## config.mk

```make
export PLATFORM = sky130hd
export DESIGN_NAME = crossover_mask_gen
export DESIGN_NICKNAME = d
export VERILOG_FILES = /design/src/rtl/crossover_pkg.sv /design/src/rtl/crossover_lfsr.sv /design/src/rtl/crossover_mask_gen.sv
export SDC_FILE = /design/constraint.sdc
export NUM_CORES = 1
export LEC_CHECK = 0
export CAP_MARGIN = 10
export CORE_MARGIN = 2
export CORE_UTILIZATION = 40
export DETAILED_ROUTE_END_ITERATION = 6
export GPL_TIMING_DRIVEN = 0
export PLACE_DENSITY = 0.62
export SYNTH_ARGS = -nofsm -noshare
export SYNTH_HDL_FRONTEND = slang
export SYNTH_HIERARCHICAL = 1
export SYNTH_SLANG_ARGS = --single-unit
```

## constraint.sdc

```tcl
create_clock -name clk -period 2.2 [get_ports clk]
set_input_delay 0.55 -clock clk [delete_from_list [all_inputs] [get_ports clk]]
set_output_delay 0.55 -clock clk [all_outputs]
set_load 0.1 [all_outputs]
```

## src/rtl/crossover_pkg.sv

```systemverilog
// Shared types and constants for the crossover mask generator.
// State encoding, default sizes, LFSR taps and reset seed.
package crossover_pkg;

  typedef enum logic [1:0] {
    IDLE,
    GEN,
    DONE
  } state_e;

  localparam int N_GENES_DEF = 16;
  localparam int PROB_W_DEF  = 4;
  localparam int LFSR_W_DEF  = 16;

  // Right-shifting Galois form of x^16+x^14+x^13+x^11+1
  localparam logic [15:0] LFSR_TAPS     = 16'hB400;
  localparam logic [15:0] LFSR_RST_SEED = 16'hACE1;

endpackage

```

## src/rtl/crossover_lfsr.sv

```systemverilog
// Galois LFSR with seed load; a zero seed maps to the reset seed
// so the generator can never lock up in the all-zero state.
module crossover_lfsr
  import crossover_pkg::*;
#(
  parameter int W = LFSR_W_DEF
) (
  input  logic         clk,
  input  logic         rst,
  input  logic         en,
  input  logic         load,
  input  logic [W-1:0] seed,
  output logic [W-1:0] value
);

  localparam logic [W-1:0] TAPS = W'(LFSR_TAPS);
  localparam logic [W-1:0] RSTV = W'(LFSR_RST_SEED);

  logic [W-1:0] value_q;
  logic [W-1:0] value_d;

  always_comb begin
    value_d = value_q;
    if (load) begin
      value_d = (seed == '0) ? RSTV : seed;
    end else if (en) begin
      value_d = (value_q >> 1) ^ (value_q[0] ? TAPS : '0);
    end
  end

  always_ff @(posedge clk or posedge rst) begin
    if (rst) value_q <= RSTV;
    else     value_q <= value_d;
  end

  assign value = value_q;

endmodule

```

## src/rtl/crossover_mask_gen.sv

```systemverilog
// Crossover mask generator: one gene per cycle, multi-point toggling.
// Define CROSSOVER_UNIFORM_EN to add the uniform-crossover mode port.
module crossover_mask_gen
  import crossover_pkg::*;
#(
  parameter int N_GENES = N_GENES_DEF,
  parameter int PROB_W  = PROB_W_DEF,
  parameter int LFSR_W  = LFSR_W_DEF,
  localparam int CW     = $clog2(N_GENES + 1),
  localparam int IW     = $clog2(N_GENES)
) (
  input  logic              clk,
  input  logic              rst,
  input  logic              start,
  input  logic              bias,
  input  logic [PROB_W-1:0] prob,
  input  logic              seed_load,
  input  logic [LFSR_W-1:0] seed,
`ifdef CROSSOVER_UNIFORM_EN
  input  logic              mode,
`endif
  output logic              busy,
  output logic              done,
  output logic [N_GENES-1:0] mask,
  output logic [CW-1:0]     cut_count
);

  localparam logic [IW-1:0] LAST = IW'(N_GENES - 1);

  state_e             state_q, state_d;
  logic               bias_q, bias_d;
  logic [PROB_W-1:0]  prob_q, prob_d;
  logic               src_q, src_d;
  logic [IW-1:0]      idx_q, idx_d;
  logic [N_GENES-1:0] work_q, work_d;
  logic [CW-1:0]      cnt_q, cnt_d;
  logic [N_GENES-1:0] mask_q, mask_d;
  logic [CW-1:0]      cc_q, cc_d;

  logic [LFSR_W-1:0]  rnd_full;
  logic [PROB_W-1:0]  rnd;
  logic               cut;
  logic               src_cur;
  logic               src_nxt;
  logic               gene_bit;
  logic               uni;
  logic               lfsr_en;
  logic               lfsr_load;
  logic               unused_rnd_hi;

  assign lfsr_en   = (state_q == GEN);
  assign lfsr_load = seed_load && (state_q == IDLE);

  crossover_lfsr #(
    .W(LFSR_W)
  ) u_lfsr (
    .clk  (clk),
    .rst  (rst),
    .en   (lfsr_en),
    .load (lfsr_load),
    .seed (seed),
    .value(rnd_full)
  );

  assign rnd           = rnd_full[PROB_W-1:0];
  assign unused_rnd_hi = ^rnd_full;
  assign cut           = (rnd < prob_q);

`ifdef CROSSOVER_UNIFORM_EN
  logic mode_q;
  always_ff @(posedge clk or posedge rst) begin
    if (rst)                            mode_q <= 1'b0;
    else if (state_q == IDLE && start)  mode_q <= mode;
  end
  assign uni = mode_q;
`else
  assign uni = 1'b0;
`endif

  // Gene 0 starts from the captured bias rather than the stale source
  assign src_cur  = (idx_q == '0) ? bias_q : src_q;
  assign src_nxt  = cut ? ~src_cur : src_cur;
  assign gene_bit = uni ? (cut ? ~bias_q : bias_q) : src_nxt;

  always_comb begin
    state_d = state_q;
    bias_d  = bias_q;
    prob_d  = prob_q;
    src_d   = src_q;
    idx_d   = idx_q;
    work_d  = work_q;
    cnt_d   = cnt_q;
    mask_d  = mask_q;
    cc_d    = cc_q;
    unique case (state_q)
      IDLE: begin
        if (start) begin
          state_d = GEN;
          bias_d  = bias;
          prob_d  = prob;
          idx_d   = '0;
          work_d  = '0;
          cnt_d   = '0;
        end
      end
      GEN: begin
        src_d         = src_nxt;
        work_d[idx_q] = gene_bit;
        cnt_d         = cnt_q + CW'(cut);
        if (idx_q == LAST) begin
          state_d = DONE;
          mask_d  = work_d;
          cc_d    = cnt_d;
        end else begin
          idx_d = idx_q + IW'(1);
        end
      end
      DONE: state_d = IDLE;
      default: state_d = IDLE;
    endcase
  end

  always_ff @(posedge clk or posedge rst) begin
    if (rst) begin
      state_q <= IDLE;
      bias_q  <= 1'b0;
      prob_q  <= '0;
      src_q   <= 1'b0;
      idx_q   <= '0;
      work_q  <= '0;
      cnt_q   <= '0;
      mask_q  <= '0;
      cc_q    <= '0;
    end else begin
      state_q <= state_d;
      bias_q  <= bias_d;
      prob_q  <= prob_d;
      src_q   <= src_d;
      idx_q   <= idx_d;
      work_q  <= work_d;
      cnt_q   <= cnt_d;
      mask_q  <= mask_d;
      cc_q    <= cc_d;
    end
  end

  assign busy      = (state_q != IDLE);
  assign done      = (state_q == DONE);
  assign mask      = mask_q;
  assign cut_count = cc_q;

endmodule
```

==> results of run 1 <==
==> logic make-up after synthesis <==
group           count (synthesis)
mux                            20
compound gates                 86
flops                          69
buf+inv                        40
simple gates                  101
xor+xnor                       10
fa+ha+maj                       9
==> registers in the layout, summed over array words and instances (netlist names) <==
| register | flops |
|---|---|
| mask | 16 |
| u_lfsr/value | 16 |
| work_q | 15 |
| cnt_q | 5 |
| cut_count | 5 |
| idx_q | 4 |
| prob_q | 4 |
| state_q | 2 |
| bias_q | 1 |
| src_q | 1 |
==> final timing paths <==
path                                         from                     endpoint  cells past startpoint  slack, ns
min in group asynchronous                     rst          mask[7]$_DFFE_PP0P_                      2       0.54
max                           mask[0]$_DFFE_PP0P_                      mask[0]                      1       0.07
max in group asynchronous                     rst        work_q[5]$_DFFE_PP0P_                      3       1.13
min                          mask[10]$_DFFE_PP0P_         mask[10]$_DFFE_PP0P_                      2       0.47
min reg2reg                  mask[10]$_DFFE_PP0P_         mask[10]$_DFFE_PP0P_                      2       0.47
max reg2reg                state_q[1]$_DFFE_PP0P_  u_lfsr/value[3]$_DFFE_PP0P_                      7       0.15
==> area by class of cell <==
cell class / instances / area, sq um
timing repair buffer: 49 / 468
tap: 105 / 131
sequential: 69 / 1740
clock inverter: 1 / 5.00
multi-input combinational: 226 / 1590
fill: 802 / 4020
buffer: 19 / 103
clock buffer: 15 / 166
inverter: 20 / 76.3
==> cells in the mapped netlist (3+ instances only) <==
| master | n |
|---|---|
| a21oi_1 | 17 |
| a32o_1 | 6 |
| and2_1 | 7 |
| and3_1 | 3 |
| buf_2 | 5 |
| clkbuf_1 | 10 |
| dfrtp_1 | 61 |
| dfstp_2 | 8 |
| ha_1 | 9 |
| inv_1 | 18 |
| mux2_2 | 11 |
| mux2i_1 | 8 |
| nand2_1 | 54 |
| nand3_1 | 15 |
| nor2_1 | 6 |
| nor2b_1 | 3 |
| o21ai_0 | 33 |
| o22a_2 | 6 |
| o31ai_1 | 7 |
| o31ai_2 | 4 |
| or4_4 | 3 |
| xnor2_1 | 3 |
| xor2_1 | 6 |
==> per-layer routing <==
| metal | vias to the layer above | track usage | wire, um |
|---|---|---|---|
| met2 | 56 | 0.277 | 3650 |
| met3 | 10 | 0.0332 | 246 |
| li1 | 1287 | - | - |
| met4 | 0 | 0.0704 | 116 |
| met5 | - | 0 | 0 |
| met1 | 1282 | 0.226 | 3660 |
==> per-stage QoR <==
step	setup TNS, ns	worst slack (ns)	hold WS [ns]	cells	cell area [sq um]
after floorplan	0	0.0396	0.432	335	3450
after global placement	-46.35	-0.735	0.451	487	4050
after detailed placement	-8.15	-0.653	0.459	488	4070
after CTS	0	0.0162	0.470	504	4230
after global routing	0	0.00910	0.493	504	4280
final	0	0.0727	0.467	504	4280
==> repair_timing <==
action | CTS | global route
cloned | 0 | 0
endpoints found under the setup margin | 41 | 19
pin swaps | 0 | 1
buffers inserted | 1 | 0
resized for setup | 33 | 13
hold endpoints to repair | 0 | 0
==> metrics, run 1 <==
Post-Synth Adder-Cell Area 0.0327; total number of vias around 2600; standard-cell rows 33; global-route wire length before repair between 10000 and 15000 um; cell type with the highest aggregate area in the netlist dfrtp_1; Die Footprint roughly 9400 sq um; final global-route overflow total 0; Hold Violations, Final 0; fraction of the cycle the final worst path needs 0.967; ant diodes 0; largest net degree at the start of global routing 37; overall die height 96.8 um; area of the placeable core 8300 sq um; achievable frequency ~0.47 GHz; Hold/Removal Path Class flop to flop; layout cells sized above 1 0.195; dpl hpwl 5610 um; proportion of netlist area held by the largest area contributor 0.443; actual slew at the worst max-slew pin approximately 0.97 ns; xor and xnor fraction of the mapped netlist area 0.0276; number of global-route vias before repair about 2700; number of flops mapped to enable cells by yosys 0; Mapped Cells 335; Post-Route WL approximately 7700 um; total of max-cap violations 0; post-layout util 0.515; cell-by-cell trace of the critical path dlygate4sd2_1; I/O Buffers 47; horizontal extent of the die just under 100 um; Top delay family on crit path buffers and inverters; kind of start point of the critical path flop; number of H-tree levels 3; multiplexer share of the synthesized area 0.0657; combinational family with the most area after synthesis compound AO/OA/AOI/OAI gates; type of the worst setup path flop to output port; Max Buffers Root-to-Sink 2; number of warnings issued by yosys 6; proportion of synthesized flip-flops having asynchronous set or reset 1.00; clock period minus worst slack between 2 and 2.5 ns; Synthesized Nets 369; Clk pin slew, worst setup/hold paths around 0.07 ns; top flip-flop cell by instance count after synthesis dfrtp_1; leading cell types in the layout, fill and taps excluded dfrtp_1, nand2_1, o21ai_0; final max-slew violation count 0; clock root buffer master clkbuf_8; clock buffers created by TritonCTS 9; CP Buf/Inv Count 1; Total Routing Usage GR 0.171; DR DRC count 0; Final setup viols 0; Crit. End Element output port; critical path peak fanout 2; Final Skew between 0.007 and 0.008 ns; most common library cell in the layout ignoring fill and taps dfrtp_1; starting density of the core 0.415; crit-path max cell delay between 0.8 and 0.9 ns; Final GP Congestion 0.783; clock tree from TritonCTS yes; count of hold-fix buffers inserted at cts 0; synthesis-to-finish area growth 24.1%; RSZ-0062 raised after global routing false; compound-cell area share of the yosys netlist 0.179; clock sinks between 60 and 70; number of nets at the end of the flow 428; outcome complete, no violations; syn_area_per_cell around 10 sq um; required time worst endpoint ~1.7 ns; max-slew headroom at the worst pin 0.357; number of DRC markers in iteration 0 76; post-synthesis share of cell area spent on and, or, nand and nor gates 0.141; number of storage elements in the synthesis netlist between 60 and 70; Max stage delay cell, worst path dlygate4sd2_1; router iterations before antenna repair 4; residual antenna-violating net count after detailed routing 0; cell area after technology mapping about 3400 sq um; via/cell ratio approximately 5.2; post-synthesis cell type count between 40 and 50; Clock Latency Late Sink approximately 0.34 ns; top cells by area, synth dfrtp_1, dfstp_2, nand2_1; IO Pins between 40 and 50; post-synthesis sequential area ratio 0.504; post-DR wirelength/cell between 15 and 20 um; initial antenna violation count 0; signal arrival time at the worst endpoint about 1.6 ns
Power of run 1 is left out: the tool's default activity adds up to more than one toggle a clock period on the data nets, which glitch-free logic cannot reach.
==> run 2: changes to the inputs <==
--- a/config.mk
+++ b/config.mk
@@ -5,7 +5,7 @@
 export SDC_FILE = /design/constraint.sdc
 export NUM_CORES = 1
 export LEC_CHECK = 0
-export CAP_MARGIN = 10
+export CAP_MARGIN = 20
 export CORE_MARGIN = 2
 export CORE_UTILIZATION = 40
 export DETAILED_ROUTE_END_ITERATION = 6
==> results of run 2 <==
Same layout as run 1: the final DEF is identical, and so are final timing and power.
Power of run 2 is left out for the same reason.
==> run 3: changes to the inputs <==
--- a/config.mk
+++ b/config.mk
@@ -11,6 +11,7 @@
 export DETAILED_ROUTE_END_ITERATION = 6
 export GPL_TIMING_DRIVEN = 0
 export PLACE_DENSITY = 0.62
+export SKIP_LAST_GASP = 1
 export SYNTH_ARGS = -nofsm -noshare
 export SYNTH_HDL_FRONTEND = slang
 export SYNTH_HIERARCHICAL = 1
==> run 3 against run 2 <==
Against the previous run:
- core utilization is 0.15 points lower
- via count is 0.87% lower
- first-iteration DRC count is 2.6% higher
- critical endpoint unchanged
==> metrics, run 3 (synthesized netlist as in run 1, its figures left out) <==
Max Buffers Root-to-Sink 2; total of max-cap violations 0; standard-cell rows 33; number of global-route vias before repair approximately 2700; initial antenna violation count 0; post-DR wirelength/cell between 15 and 20 um; type of the worst setup path flop to output port; required time worst endpoint 1.65 ns; number of nets at the end of the flow between 400 and 500; Cell Count, Final, Fillers Out about 500; total number of vias 2612; clock root buffer master clkbuf_8; starting density of the core 0.415; final global-route overflow total 0; horizontal extent of the die 96.8 um; ant diodes 0; final max-slew violation count 0; FILL cells between 800 and 900; Post-Route WL roughly 7700 um; Crit. End Element output port; crit-path max cell delay 0.87 ns; Setup TNS 0 ns; router iterations before antenna repair 4; Final GP Congestion between 0.7 and 0.8; worst-case setup margin in the final layout approximately 0.065 ns; Final Skew between 0.008 and 0.009 ns; layout cells sized above 1 0.190; Max stage delay cell, worst path dlygate4sd2_1; dpl hpwl between 5000 and 6000 um; area of the placeable core 8300 sq um; max-slew headroom at the worst pin 0.357; cell-by-cell trace of the critical path dlygate4sd2_1; largest net degree at the start of global routing 37; Hold Violations, Final 0; clock sinks 69; global-route wire length before repair ~13000 um; IO Pins between 40 and 50; clock period minus worst slack 2.14 ns; achievable frequency roughly 0.47 GHz; CP Buf/Inv Count 1; outcome complete, no violations; number of H-tree levels 3; critical path peak fanout 2; clock tree from TritonCTS yes; placed insts a little under 500; residual antenna-violating net count after detailed routing 0; synthesis-to-finish area growth 23.7%; via/cell ratio between 5 and 6; Total Routing Usage GR 0.171; actual slew at the worst max-slew pin slightly below 1 ns; Post-Place Setup Slack -0.653 ns; RSZ-0062 raised after global routing true; Clk pin slew, worst setup/hold paths ~0.07 ns; number of DRC markers in iteration 0 78; Top delay family on crit path buffers and inverters; fraction of the cycle the final worst path needs 0.970; Hold/Removal Path Class flop to flop; most common library cell in the layout ignoring fill and taps dfrtp_1; Final setup viols 0; Die Footprint ~9400 sq um; count of hold-fix buffers inserted at cts 0; overall die height between 90 and 100 um; I/O Buffers 47; clock buffers created by TritonCTS 9; worst reg-to-reg setup slack ~0.12 ns; leading cell types in the layout, fill and taps excluded dfrtp_1, nand2_1, o21ai_0; Clock Latency Late Sink around 0.35 ns; kind of start point of the critical path flop; DR DRC count 0; signal arrival time at the worst endpoint roughly 1.6 ns
## run 3: changes by cell type in the layout (fill, tap and decap cells not counted)
cell     change
ha_4         -1
inv_1        +1
o21ai_0      +2
o21ai_1      -2
inv_2        -1
ha_1         +1
## run 3: area by class of cell
cell class	count	area, sq um	area share
flip-flops and latches	69	1740	0.407
multi-input cells	226	1580	0.370
repair buffers	49	468	0.110
clock buffers	15	166	0.0390
well taps	105	131	0.0308
plain buffers	19	103	0.0241
inverters	20	76.3	0.0179
clock inverters	1	5.00	0.00117
## run 3: metrics by stage
| stage | hold WS (ns) | cell area [sq um] | utilization |
|---|---|---|---|
| 2_1_floorplan | 0.432 | 3450 | - |
| 5_1_grt | 0.493 | 4270 | 0.514 |
| 3_5_place_dp | 0.459 | 4070 | 0.491 |
| 4_1_cts | 0.470 | 4230 | 0.510 |
| 6_report | 0.468 | 4270 | 0.514 |
| 3_3_place_gp | 0.451 | 4050 | 0.488 |
## run 3: per-layer routing
layer / global-route usage / share of wire / vias up
met4: 0.0704 / 0.015 / 0
met1: 0.226 / 0.48 / 1269
met5: 0 / 0 / -
met3: 0.0332 / 0.031 / 9
li1: - / - / 1286
met2: 0.277 / 0.47 / 48
## run 3: repair_timing
action                                  4_1_cts  5_1_grt
pin swaps                                     0        1
setup buffers                                 1        0
gates resized for setup                      32       10
endpoints found under the setup margin       41       21
## run 3: worst paths after layout
| kind | cells past startpoint | end | start |
|---|---|---|---|
| max | 1 | mask[0] | mask[0]$_DFFE_PP0P_ |
| min | 2 | mask[10]$_DFFE_PP0P_ | mask[10]$_DFFE_PP0P_ |
| max reg2reg | 10 | cnt_q[4]$_DFFE_PP0P_ | prob_q[1]$_DFFE_PP0P_ |
| min reg2reg | 2 | mask[10]$_DFFE_PP0P_ | mask[10]$_DFFE_PP0P_ |
| max in group asynchronous | 3 | work_q[5]$_DFFE_PP0P_ | rst |
| min in group asynchronous | 2 | mask[7]$_DFFE_PP0P_ | rst |
Power of run 3 is left out for the same reason.
